File: src/rtl/div_iter.sv
// Iterative radix-2 restoring divider, {remainder, quotient} result, signed or unsigned.
// Optional early termination via leading-zero pre-shift when DIV_EARLY_OUT_EN is defined.
module div_iter #(
   parameter int WIDTH = 32,
   parameter int CNT_W = 7
) (
   input  logic               clk,
   input  logic               rst,
   input  logic               signed_div_i,
   input  logic [WIDTH-1:0]   opdata1_i,
   input  logic [WIDTH-1:0]   opdata2_i,
   input  logic               start_i,
   input  logic               annul_i,
   output logic [2*WIDTH-1:0] result_o,
   output logic               ready_o,
   output logic               busy_o,
   output logic               div_by_zero_o,
   output logic [1:0]         dbg_state_o
);

   // Handshake: start_i is a level request held until ready_o; ready_o stays
   // high with a stable result until start_i drops, then clears on that edge.
   typedef enum logic [1:0] {S_IDLE, S_BYZERO, S_ON, S_END} state_t;

   state_t             state_q, state_d;
   logic [WIDTH-1:0]   dvs_q;
   logic [WIDTH-1:0]   rem_q;
   logic [WIDTH-1:0]   quo_q;
   logic [CNT_W-1:0]   cnt_q;
   logic [CNT_W-1:0]   last_q;
   logic               neg_quo_q;
   logic               neg_rem_q;
   logic [2*WIDTH-1:0] result_q;
   logic               dbz_q;

   logic               accept;
   logic               a_neg, b_neg;
   logic [WIDTH-1:0]   a_mag, b_mag;
   logic [WIDTH-1:0]   dividend_init;
   logic [CNT_W-1:0]   last_init;
   logic [WIDTH:0]     shifted, diff;
   logic               ge;
   logic [WIDTH-1:0]   rem_n, quo_n;
   logic [WIDTH-1:0]   quo_fix, rem_fix;

`ifdef DIV_EARLY_OUT_EN
   logic [CNT_W-1:0]   lz;

   // Ascending scan so the highest set bit decides; all-zero yields WIDTH.
   function automatic logic [CNT_W-1:0] count_lz(input logic [WIDTH-1:0] v);
      count_lz = CNT_W'(WIDTH);
      for (int i = 0; i < WIDTH; i++) begin
         if (v[i]) count_lz = CNT_W'(WIDTH - 1 - i);
      end
   endfunction
`endif

   assign accept = start_i & ~annul_i;
   assign a_neg  = signed_div_i & opdata1_i[WIDTH-1];
   assign b_neg  = signed_div_i & opdata2_i[WIDTH-1];
   assign a_mag  = a_neg ? (WIDTH'(0) - opdata1_i) : opdata1_i;
   assign b_mag  = b_neg ? (WIDTH'(0) - opdata2_i) : opdata2_i;

`ifdef DIV_EARLY_OUT_EN
   assign lz            = count_lz(a_mag);
   assign dividend_init = a_mag << lz;
   assign last_init     = (lz >= CNT_W'(WIDTH)) ? '0 : (CNT_W'(WIDTH - 1) - lz);
`else
   assign dividend_init = a_mag;
   assign last_init     = CNT_W'(WIDTH - 1);
`endif

   // One restoring step; the WIDTH+1-bit partial remainder cannot overflow.
   always_comb begin
      shifted = {rem_q, quo_q[WIDTH-1]};
      diff    = shifted - {1'b0, dvs_q};
      ge      = (shifted >= {1'b0, dvs_q});
      rem_n   = ge ? diff[WIDTH-1:0] : shifted[WIDTH-1:0];
      quo_n   = {quo_q[WIDTH-2:0], ge};
      quo_fix = neg_quo_q ? (WIDTH'(0) - quo_n) : quo_n;
      rem_fix = neg_rem_q ? (WIDTH'(0) - rem_n) : rem_n;
   end

   always_ff @(posedge clk) begin
      if (rst) state_q <= S_IDLE;
      else     state_q <= state_d;
   end

   always_comb begin
      state_d = state_q;
      case (state_q)
         S_IDLE: begin
            if (accept) state_d = (opdata2_i == '0) ? S_BYZERO : S_ON;
         end
         S_BYZERO: state_d = annul_i ? S_IDLE : S_END;
         S_ON: begin
            if (annul_i)               state_d = S_IDLE;
            else if (cnt_q == last_q)  state_d = S_END;
         end
         S_END: begin
            if (!start_i) state_d = S_IDLE;
         end
         default: state_d = S_IDLE;
      endcase
   end

   always_ff @(posedge clk) begin
      if (rst) begin
         dvs_q     <= '0;
         rem_q     <= '0;
         quo_q     <= '0;
         cnt_q     <= '0;
         last_q    <= '0;
         neg_quo_q <= 1'b0;
         neg_rem_q <= 1'b0;
         result_q  <= '0;
         dbz_q     <= 1'b0;
      end else begin
         case (state_q)
            S_IDLE: begin
               if (accept) begin
                  dvs_q     <= b_mag;
                  rem_q     <= '0;
                  quo_q     <= dividend_init;
                  cnt_q     <= '0;
                  last_q    <= last_init;
                  neg_quo_q <= a_neg ^ b_neg;
                  neg_rem_q <= a_neg;
               end
            end
            S_BYZERO: begin
               if (!annul_i) begin
                  result_q <= '0;
                  dbz_q    <= 1'b1;
               end
            end
            S_ON: begin
               if (!annul_i) begin
                  rem_q <= rem_n;
                  quo_q <= quo_n;
                  cnt_q <= cnt_q + CNT_W'(1);
                  if (cnt_q == last_q) result_q <= {rem_fix, quo_fix};
               end
            end
            S_END: begin
               if (!start_i) begin
                  result_q <= '0;
                  dbz_q    <= 1'b0;
               end
            end
            default: ;
         endcase
      end
   end

   assign result_o      = result_q;
   assign div_by_zero_o = dbz_q;
   assign ready_o       = (state_q == S_END);
   assign busy_o        = (state_q == S_BYZERO) || (state_q == S_ON);
   assign dbg_state_o   = state_q;

endmodule

File: config.mk
export PLATFORM = sky130hd
export DESIGN_NAME = div_iter
export DESIGN_NICKNAME = d
export VERILOG_FILES = /design/src/rtl/div_iter.sv
export SDC_FILE = /design/constraint.sdc
export NUM_CORES = 1
export LEC_CHECK = 0
export BUFFER_PORTS_ARGS = -buffer_cell sky130_fd_sc_hd__buf_2
export CAP_MARGIN = 20
export CORE_UTILIZATION = 25
export CTS_CLUSTER_SIZE = 10
export DETAILED_ROUTE_END_ITERATION = 10
export HOLD_SLACK_MARGIN = 0.03
export PLACE_DENSITY = 0.47
export RECOVER_POWER = 25
export REMOVE_ABC_BUFFERS = 1
export SLEW_MARGIN = 5
export SYNTH_ARGS = -nofsm -noshare
export SYNTH_HDL_FRONTEND = slang
export SYNTH_SLANG_ARGS = --single-unit
File: constraint.sdc
create_clock -name clk -period 8.5 [get_ports clk]
set_input_delay 0.425 -clock clk [delete_from_list [all_inputs] [get_ports clk]]
set_output_delay 0.425 -clock clk [all_outputs]
set_load 0.01 [all_outputs]
==> metrics.cfg, run 1 <==
[status]
run_status = finished, violations left
violations = design-rule violations

[global_routing]
first_global_vias = 11200
globalRouteOverflowTotal = 0
grt_start_max_net_pins = 74
antenna_found_initial = 4
grt_util_met3_pct = 3.533
track_usage_pct = 17.41
use_met2_pct = 28.85
top_usage_layer = met2
grt_first_pass_wirelength_um = 64800
grt_use_met1_pct = 22.67

[cts]
clkTransAtPathRegs_ns = 0.08
clock_latency_ns = 0.47
post_cts_buffers = 0
clk_path_buf_depth = 2
tritoncts = built
cts_buffers = 17
clock-sinks = 173
htree_levels = 4
cts_resized = 0
postCtsHoldBufs = 0
cts_root_buf = clkbuf_16

[critical_path]
regToRegSetupSlack_ns = 3.08
crit_type = reg2reg
cp.required_ns = 8.83
crit_end = result_o[60]
rr_startpoint = rem_q[8]
reg2reg_to = result_o[60]
critPathCaptureType = flip-flop
startpoint = rem_q[8]
r2r_cells = 19
crit_path_start_kind = flip-flop
crit_arrival_ns = 5.75
cp_max_fo = 65

[yosys]
syn_inst = 1627
synth_edf_count = 0
synth-main-ff-cell = dfxtp_1
synth-seq-cells = 173
ys_warn_count = 0
yosysMostFrequentCell = nand2_1
syn_area_um2 = 11950
synth_top_cell_by_area = dfxtp_1
synthTopCellsByArea = dfxtp_1 (29%), nand2_1 (7.4%), nor2_1 (6.6%), xnor2_1 (5.8%), a21oi_1 (4.9%)
syn_avg_cell_area_um2 = 7.343
ys_seq_area_share_pct = 28.99
synth.top_cell.area_share_pct = 28.99
synth-async-reset-ratio_pct = 0
ys_types = 80
ys_top_cells_by_count = nand2_1 (236), nor2_1 (209), dfxtp_1 (173), a21oi_1 (118), o21ai_0 (109)

[floorplanning]
ios = 138
die_w_um = 220.6
placement_rows = 79
core-area_um2 = 46850
dieHeight_um = 220.6
die_area_um2 = 48670
start_util_pct = 25.50

[sta]
rsz0062_at_grt = no
period_minus_slack_ns = 5.417
worstMarginPinSlew_ns = 0.9856
finalHoldViolations = 0
finalSetupViolCount = 0
finalWorstSetupSlack_ns = 3.083
relSlewSlack_pct = 33.69
finalSetupTns_ns = 0
fmax_mhz = 184.6
skew_ns = 0.01703
drv_slew = 0
fin_crit_sh_pct = 63.73

[power]
p_sw_share_pct = 47.69
leakage_nw = 5.034
clkPwrFrac_pct = 21.1
peakVddDrop_v = 0.0001739
sequentialPowerShare_pct = 25.8
cellPowerDensity_nw_per_um2 = 277.4
pwr-share-comb_pct = 53.1
power.switching_mw = 1.797
p_int_mw = 1.971

[placement]
dpl.hpwl_um = 31680
place_ws_ns = 3.184
gp_congestion = 0.8879
io_buffer_count = 137
dpl.cell_count = 2279

[final_layout]
drive_above_1_share_pct = 9.571
syn2layout_area_growth_pct = 13.67
layout.cells.non_filler = 2311
nNetsFinal = 1803
fillers = 5236

[detailed_routing]
wl_per_cell_um = 18.17
vias = 11810
dr.pass1.iters = 8
drc_errors = 6
routed_wl_um = 41990
antenna_left = 0
initialDrtViolationCount = 791
via_per_inst = 5.111

[job]
cap_violations = 0

[min_path]
hold_path.class = in2reg

-- power by group through the flow --
| stage | sequential (mW) | clock [mW] | combinational (mW) |
|---|---|---|---|
| 6_report | 0.973 | 0.795 | 2.00 |
| 4_1_cts | 0.972 | 0.819 | 2.01 |
| 3_5_place_dp | 0.991 | 0 | 2.00 |
| 3_3_place_gp | 0.989 | 0 | 2.01 |
| 5_1_grt | 0.986 | 0.856 | 2.21 |
| 2_1_floorplan | 0.980 | 0 | 1.37 |
-- worst max-delay path, cell delays in order (launching register included) --
cell       delay, ns
dfxtp_1         0.38
ha_1            0.53
nand4_1         0.17
or2_2           0.32
a211oi_2        0.37
o311a_4         0.26
or2_4           0.12
buf_4           0.57
a21oi_1         0.23
inv_1           0.09
ha_1            0.19
nand2_1         0.10
nor2_1          0.13
nand3_1         0.17
or4_4           0.49
a2111oi_4       0.49
nand4_1         0.22
o21ai_1         0.19
xor2_1          0.16
o21ai_1         0.07
-- metrics by stage --
stage / util [%] / area [um2] / power, mW / hold slack, ns
6_report: 28.99 / 13580 / 3.767 / 0.2530
3_5_place_dp: 27.94 / 13090 / 2.992 / 0.4378
4_1_cts: 29.14 / 13650 / 3.803 / 0.2302
3_3_place_gp: 27.94 / 13090 / 2.998 / 0.4352
5_1_grt: 28.98 / 13580 / 4.057 / 0.2506
2_1_floorplan: - / 11500 / 2.355 / 0.4258
-- cells in the final DEF (no fill, tap or decap), types with 6 or more instances in the layout --
cell       instances
a211oi_1          35
a21boi_0           9
a21o_1            10
a21oi_1          118
a22oi_1           67
a31oi_1           10
and2_1             9
and3_1             8
buf_2             77
buf_4             16
clkbuf_1          59
clkbuf_16         17
dfxtp_1          173
ha_1              41
inv_1             51
mux2i_1            6
nand2_1          236
nand2b_1           7
nand3_1           27
nand4_1           25
nor2_1           208
nor3_1            27
nor4_1            12
o211ai_1          11
o21a_1            10
o21ai_0          109
o21ai_1           11
o31a_1             6
o31ai_1           26
o41ai_1            7
or2_2              6
or3_1             24
or4_1              9
xnor2_1           79
xor2_1            58
-- worst min-delay path by stage --
stage | start | to | slack (ns) | cells past startpoint
3_3_place_gp | result_o[61] | result_o[61] | 0.44 | 2
5_1_grt | opdata2_i[0] | dvs_q[0] | 0.25 | 3
4_1_cts | opdata2_i[1] | dvs_q[1] | 0.23 | 3
2_1_floorplan | dvs_q[31] | dvs_q[31] | 0.43 | 2
3_5_place_dp | result_o[56] | result_o[56] | 0.44 | 2
6_report | opdata2_i[0] | dvs_q[0] | 0.25 | 3
-- flip-flops by register name, indices dropped and copies added (netlist names) --
signal         flops
cnt_q              7
dvs_q             32
dbg_state_o        2
result_o          64
div_by_zero_o      1
last_q             1
neg_quo_q          1
neg_rem_q          1
quo_q             32
rem_q             32
-- area by class of cell --
type                    instances  area, um2  share of cell area, %
multi-input cells            1295       7871                  57.96
diodes                          1      2.502                0.01843
flip-flops and latches        173       3463                  25.50
well taps                     607      759.5                  5.592
inverters                      52      195.2                  1.437
clock inverters                14      136.4                  1.004
repair buffers                152      726.9                  5.353
clock buffers                  17      425.4                  3.132
-- logic make-up after synthesis --
family / count (synthesis) / synth area share, %
compound gates: 478 / 26.74
xor+xnor: 137 / 10.04
fa+ha+maj: 43 / 4.566
buf+inv: 159 / 5.341
flops: 173 / 28.99
mux: 9 / 0.7854
simple gates: 628 / 23.54
-- metal layers --
metal / part of all wire, % / up-vias
li1: - / 5908
met3: 4.7 / 51
met2: 48 / 249
met4: 1.8 / 8
met1: 46 / 5595
met5: 0.14 / -
Note: power is estimated with default switching activity, not from simulation.
==> run 2: changes to the inputs <==
Settings changed: PLACE_DENSITY 0.47 to 0.48.
Clock period 8.5 ns to 4.8 ns, I/O delays scaled along.
==> run 2 against run 1 <==
The run still ends with design-rule violations left. Global-route usage grew 0.10 points. Register-to-register slack worse by 2.8 ns. Count of clock-buffer cells in the layout increased by 1. Utilization is 1.7 points higher. Routed wire length is 2.0% higher.
==> metrics.cfg, run 2 (synthesized netlist as in run 1, its figures left out) <==
[detailed_routing]
drc_errors = 3  ; was 6
initialDrtViolationCount = 806  ; was 791
routed_wl_um = 42820  ; was 41990 um
via_per_inst = 5.081  ; was 5.111
wl_per_cell_um = 17.96  ; was 18.17 um
vias = 12110  ; was 11810
dr.pass1.iters = 8  ; unchanged
antenna_left = 0  ; unchanged

[min_path]
hold_path.class = in2reg  ; unchanged
min_delay_path_depth = 3  ; unchanged
min_to = dvs_q[0]  ; unchanged
min-delay-start = opdata2_i[0]  ; unchanged

[critical_path]
regToRegSetupSlack_ns = 0.25  ; was 3.08 ns
crit_arrival_ns = 4.89  ; was 5.75 ns
worst-path-buf-inv = 3  ; was 2
slowest_delay_ns = 0.39  ; was 0.57 ns
r2r_cells = 19  ; unchanged
crit_path_cell_trace = ha_2 -> and4_1 -> and2_1 -> a32oi_1 -> o211ai_1 -> or2_4 -> clkinvlp_4 -> buf_4 -> ha_2 -> or3b_4 -> or3_1 -> or2_4 -> or3_4 -> inv_2 -> nand2_1 -> o41ai_2 -> xnor2_1 -> a22oi_1 -> nor2_1  ; was ha_1 -> nand4_1 -> or2_2 -> a211oi_2 -> o311a_4 -> or2_4 -> buf_4 -> a21oi_1 -> inv_1 -> ha_1 -> nand2_1 -> nor2_1 -> nand3_1 -> or4_4 -> a2111oi_4 -> nand4_1 -> o21ai_1 -> xor2_1 -> o21ai_1
rr_startpoint = rem_q[15]  ; was rem_q[8]
slowest_stage = dfxtp_1  ; was buf_4
crit_type = reg2reg  ; unchanged
critPathCaptureType = flip-flop  ; unchanged
reg2reg_to = result_o[26]  ; was result_o[60]
crit_path_start_kind = flip-flop  ; unchanged
cp_max_fo = 8  ; was 65
cp.required_ns = 5.14  ; was 8.83 ns
crit_family = simple AND/OR/NAND/NOR gates  ; unchanged

[sta]
period_minus_slack_ns = 4.548  ; was 5.417 ns
skew_ns = 0.01401  ; was 0.01703 ns
finalHoldViolations = 0  ; unchanged
fin_crit_sh_pct = 94.74  ; was 63.73%
rsz0062_at_grt = yes  ; was no
relSlewSlack_pct = 36.25  ; was 33.69%
finalSetupViolCount = 0  ; unchanged
drv_slew = 0  ; unchanged
worstMarginPinSlew_ns = 0.9562  ; was 0.9856 ns
fmax_mhz = 219.9  ; was 184.6 MHz

[global_routing]
grt_start_max_net_pins = 74  ; unchanged
globalRouteOverflowTotal = 0  ; unchanged
grt_first_pass_wirelength_um = 65560  ; was 64800 um
first_global_vias = 11550  ; was 11200
antenna_found_initial = 3  ; was 4
track_usage_pct = 17.51  ; was 17.41%

[final_layout]
final_common_cell = nand2_1  ; unchanged
drive_above_1_share_pct = 16.04  ; was 9.571%
largest_reg_flops = 64  ; unchanged
fin_util_pct = 30.71  ; was 28.99%
syn2layout_area_growth_pct = 20.44  ; was 13.67%
layout.cells.non_filler = 2384  ; was 2311
nNetsFinal = 1876  ; was 1803
final_cell_mix = nand2_1 (235), nor2_1 (208), dfxtp_1 (163)  ; was nand2_1 (236), nor2_1 (208), dfxtp_1 (173)
num_antenna_cells = 0  ; was 1

[placement]
io_buffer_count = 137  ; unchanged
dpl.cell_count = 2348  ; was 2279
gp_congestion = 0.8673  ; was 0.8879
dpl.hpwl_um = 32470  ; was 31680 um

[floorplanning]
core-area_um2 = 46850  ; unchanged
start_util_pct = 25.50  ; unchanged
placement_rows = 79  ; unchanged
die_area_um2 = 48670  ; unchanged
die_w_um = 220.6  ; unchanged
dieHeight_um = 220.6  ; unchanged
ios = 138  ; unchanged

[status]
run_status = finished, violations left  ; unchanged
violations = design-rule violations  ; unchanged

[power]
leakage_nw = 5.424  ; was 5.034 nW
finalPower_mw = 7.147  ; was 3.767 mW
peakVddDrop_v = 0.0004843  ; was 0.0001739 V
cellPowerDensity_nw_per_um2 = 496.6  ; was 277.4 nW/um2

[cts]
tritoncts = built  ; unchanged
clk_path_buf_depth = 2  ; unchanged
cts_root_buf = clkbuf_16  ; unchanged
cts_buffers = 17  ; unchanged
clkTransAtPathRegs_ns = 0.08  ; about the same
clock-sinks = 173  ; unchanged
htree_levels = 4  ; unchanged
clock_latency_ns = 0.47  ; about the same

[job]
cap_violations = 0  ; unchanged

run 2: stage by stage:
stage	setup TNS, ns	cell area (um2)	worst slack, ns	hold WS, ns
3_5_place_dp	0	13610	0.1092	0.4374
3_3_place_gp	0	13610	0.1381	0.4372
4_1_cts	0	14220	0.07812	0.06388
2_1_floorplan	-5.733	11500	-0.4959	0.3091
5_1_grt	-0.07464	14390	-0.05370	0.09599
6_report	0	14390	0.2523	0.08060
run 2: worst max path at each step:
stage | start | endpoint | slack, ns | depth (start not counted)
after floorplan | dvs_q[3] | result_o[26] | -0.50 | 19
after global placement | dvs_q[6] | result_o[26] | 0.14 | 19
after detailed placement | dvs_q[6] | result_o[26] | 0.11 | 19
after CTS | dvs_q[6] | result_o[26] | 0.08 | 19
after global routing | rem_q[0] | result_o[62] | -0.05 | 21
final | rem_q[15] | result_o[26] | 0.25 | 19
run 2: per-layer routing:
metal | GRT usage (%) | share of wire (%) | vias to the layer above
met3 | 2.969 | 3.5 | 34
met4 | 4.680 | 1.5 | 4
met5 | 0 | 0.063 | -
met1 | 22.71 | 46 | 5777
li1 | - | - | 6065
met2 | 29.79 | 49 | 232
run 2: what timing repair did:
item / in CTS / in global routing
setup endpoints to repair: 0 / 13
resized for setup: 0 / 60
buffers inserted: 0 / 3
hold buffers: 0 / 0
run 2: worst reg2reg max path, delay by kind of cell, from the launching register on:
kind	cells	cell delay, ns
compound gates	4	0.85
xor+xnor	1	0.11
fa+ha+maj	2	0.55
buf+inv	3	0.30
flops	1	0.39
simple gates	9	2.23
run 2: cell type report:
cell class | count | area [um2]
clock buffer | 18 | 439.2
clock inverter | 14 | 173.9
timing repair buffer | 225 | 1285
tap | 607 | 759.5
fill | 5168 | 32460
sequential | 173 | 3476
inverter | 52 | 198.9
multi-input combinational | 1295 | 8058
run 2: power breakdown:
part / switching (mW) / total [mW] / internal [mW]
clock network: 0.722 / 1.48 / 0.760
registers: 0.141 / 1.72 / 1.58
logic: 2.48 / 3.94 / 1.46
total: 3.35 / 7.15 / 3.80
==> run 3: changes to the inputs <==
==> constraint.sdc (replaced) <==
create_clock -name clk -period 4.8 [get_ports clk]
set_input_delay 0.72 -clock clk [delete_from_list [all_inputs] [get_ports clk]]
set_output_delay 0.72 -clock clk [all_outputs]
set_load 0.01 [all_outputs]
==> run 3 against run 2 <==
Sequential power barely moved. Largest cell class unchanged. Critical path depth increased by 1. Total power decreased by 1.6%. Maximum frequency rose by 0.12%. Hold slack improved by 0.37 ns. Utilization decreased by 0.13 points. Clock power down 4%. Combinational power decreased by 1%. Non-clock buffer count increased by 1. Die area unchanged. Sequential share of layout area increased by 0.091 points. Via count fell by 0.15%. The flow still finishes with violations (design-rule violations).
==> metrics.cfg, run 3 (synthesized netlist as in run 1, its figures left out) <==
[status]
run_status = finished, violations left  ; unchanged
violations = design-rule violations  ; unchanged

[cts]
cts_root_buf = clkbuf_16  ; unchanged
cts_buffers = 17  ; unchanged
clkTransAtPathRegs_ns = 0.08  ; about the same
postCtsHoldBufs = 0  ; unchanged
clock_latency_ns = 0.47  ; about the same
clk_path_buf_depth = 2  ; unchanged
htree_levels = 4  ; unchanged
tritoncts = built  ; unchanged
clock-sinks = 173  ; unchanged

[sta]
worstMarginPinSlew_ns = 1.212  ; was 0.9562 ns
period_minus_slack_ns = 4.542  ; was 4.548 ns
finalSetupViolCount = 0  ; unchanged
fin_crit_sh_pct = 94.63  ; was 94.74%
drv_slew = 0  ; unchanged
relSlewSlack_pct = 19.21  ; was 36.25%
finalWorstSetupSlack_ns = 0.2577  ; was 0.2523 ns
finalHoldViolations = 0  ; unchanged
skew_ns = 0.01684  ; was 0.01401 ns
rsz0062_at_grt = no  ; was yes
fmax_mhz = 220.2  ; was 219.9 MHz

[floorplanning]
core-area_um2 = 46850  ; unchanged
die_area_um2 = 48670  ; unchanged
dieHeight_um = 220.6  ; unchanged
ios = 138  ; unchanged
die_w_um = 220.6  ; unchanged
start_util_pct = 25.50  ; unchanged
placement_rows = 79  ; unchanged

[critical_path]
slowest_delay_ns = 0.39  ; about the same
cp_max_fo = 5  ; was 8
rr_startpoint = dvs_q[1]  ; was rem_q[15]
critPathCaptureType = flip-flop  ; unchanged
r2r_cells = 20  ; was 19
crit_type = reg2reg  ; unchanged
reg2reg_to = result_o[26]  ; unchanged
crit_path_start_kind = flip-flop  ; unchanged
cp.required_ns = 5.13  ; was 5.14 ns
crit_family = simple AND/OR/NAND/NOR gates  ; unchanged
slowest_stage = or3_1  ; was dfxtp_1
crit_arrival_ns = 4.87  ; was 4.89 ns
regToRegSetupSlack_ns = 0.26  ; was 0.25 ns
worst-path-buf-inv = 4  ; was 3
crit_path_cell_trace = inv_2 -> ha_4 -> nor2b_1 -> o2111ai_2 -> a211oi_4 -> o311a_4 -> or2_4 -> clkinvlp_4 -> buf_4 -> ha_1 -> or3b_1 -> or3_1 -> or2_2 -> or3_1 -> inv_2 -> nand2_1 -> o41ai_2 -> xnor2_1 -> a22oi_1 -> nor2_1  ; was ha_2 -> and4_1 -> and2_1 -> a32oi_1 -> o211ai_1 -> or2_4 -> clkinvlp_4 -> buf_4 -> ha_2 -> or3b_4 -> or3_1 -> or2_4 -> or3_4 -> inv_2 -> nand2_1 -> o41ai_2 -> xnor2_1 -> a22oi_1 -> nor2_1

[min_path]
min-delay-start = result_o[61]  ; was opdata2_i[0]
min_to = result_o[61]  ; was dvs_q[0]
min_delay_path_depth = 2  ; was 3
hold_path.class = reg2reg  ; was in2reg

[final_layout]
final_common_cell = nand2_1  ; unchanged
largest_reg_flops = 64  ; unchanged
num_antenna_cells = 0  ; unchanged
syn2layout_area_growth_pct = 19.95  ; was 20.44%
fillers = 5207  ; was 5168
nNetsFinal = 1877  ; was 1876
drive_above_1_share_pct = 15.64  ; was 16.04%
layout.cells.non_filler = 2384  ; unchanged
final_cell_mix = nand2_1 (234), nor2_1 (208), dfxtp_1 (164)  ; was nand2_1 (235), nor2_1 (208), dfxtp_1 (163)

[detailed_routing]
dr.pass1.iters = 8  ; unchanged
drc_errors = 3  ; unchanged
routed_wl_um = 42520  ; was 42820 um
vias = 12090  ; was 12110
initialDrtViolationCount = 756  ; was 806
antenna_left = 0  ; unchanged
via_per_inst = 5.073  ; was 5.081
wl_per_cell_um = 17.83  ; was 17.96 um

[placement]
gp_congestion = 0.8668  ; was 0.8673
io_buffer_count = 137  ; unchanged
dpl.hpwl_um = 32580  ; was 32470 um
place_ws_ns = 0.1169  ; was 0.1092 ns
dpl.cell_count = 2348  ; unchanged

[power]
cellPowerDensity_nw_per_um2 = 490.5  ; was 496.6 nW/um2
leakage_nw = 5.421  ; was 5.424 nW
peakVddDrop_v = 0.0003810  ; was 0.0004843 V

[global_routing]
grt_start_max_net_pins = 74  ; unchanged
first_global_vias = 11570  ; was 11550
track_usage_pct = 17.59  ; was 17.51%
antenna_found_initial = 2  ; was 3
grt_first_pass_wirelength_um = 65830  ; was 65560 um
globalRouteOverflowTotal = 0  ; unchanged

[job]
cap_violations = 0  ; unchanged

## run 3: cell count changes in the layout (fill, tap and decap cells not counted), sizes merged
cell / delta
buf: +2
inv: +2
clkinv: -2
bufinv: -1
clkbuf: -2
clkinvlp: +1
## run 3: through the flow
| stage | utilization (%) | setup TNS (ns) | hold slack [ns] | total power, mW | area (um2) |
|---|---|---|---|---|---|
| after floorplan | - | -5.733 | 0.4258 | 4.170 | 11500 |
| after global placement | 29.05 | 0 | 0.4371 | 5.557 | 13610 |
| after detailed placement | 29.05 | 0 | 0.4409 | 5.562 | 13610 |
| after CTS | 30.28 | 0 | 0.4522 | 7.007 | 14180 |
| after global routing | 30.59 | 0 | 0.4678 | 7.536 | 14330 |
| final | 30.59 | 0 | 0.4503 | 7.029 | 14330 |
## run 3: timing repair
| action | in CTS | in global routing |
|---|---|---|
| setup endpoints to repair | 0 | 13 |
| resized for setup | 0 | 47 |
| buffers inserted | 0 | 4 |
## run 3: power breakdown
group          internal [mW]  switching (mW)  total (mW)
combinational           1.43            2.46        3.89
clock                  0.692           0.726        1.42
sequential              1.58           0.140        1.72
## run 3: worst max path at each step
stage | cells past startpoint | endpoint | from | slack [ns]
2_1_floorplan | 19 | result_o[26] | dvs_q[3] | -0.50
3_3_place_gp | 19 | result_o[26] | dvs_q[6] | 0.14
3_5_place_dp | 19 | result_o[26] | dvs_q[6] | 0.12
4_1_cts | 19 | result_o[26] | dvs_q[6] | 0.09
5_1_grt | 22 | result_o[62] | dvs_q[22] | 0.02
6_report | 20 | result_o[26] | dvs_q[1] | 0.26
## run 3: layout make-up
class | count | area, um2 | share of cell area, %
clock buffer | 17 | 425.4 | 2.968
timing repair buffer | 226 | 1301 | 9.080
tap | 607 | 759.5 | 5.299
multi-input combinational | 1295 | 8023 | 55.98
clock inverter | 14 | 148.9 | 1.039
sequential | 173 | 3475 | 24.24
inverter | 52 | 198.9 | 1.388
## run 3: routing by layer
layer | track usage (%) | routed length [um] | up-vias
met5 | 0 | 27 | -
li1 | - | - | 6069
met2 | 29.96 | 20470 | 209
met4 | 4.589 | 641 | 4
met3 | 2.983 | 1528 | 36
met1 | 22.82 | 19850 | 5776
## run 3: worst reg2reg max path, cell delays in order (launching register included)
cell and delay (ns):
dfxtp_2 0.34, inv_2 0.06, ha_4 0.24, nor2b_1 0.15, o2111ai_2 0.31, a211oi_4 0.12, o311a_4 0.37, or2_4 0.28
clkinvlp_4 0.08, buf_4 0.14, ha_1 0.17, or3b_1 0.36, or3_1 0.33, or2_2 0.32, or3_1 0.39, inv_2 0.08
nand2_1 0.07, o41ai_2 0.26, xnor2_1 0.11, a22oi_1 0.16, nor2_1 0.05
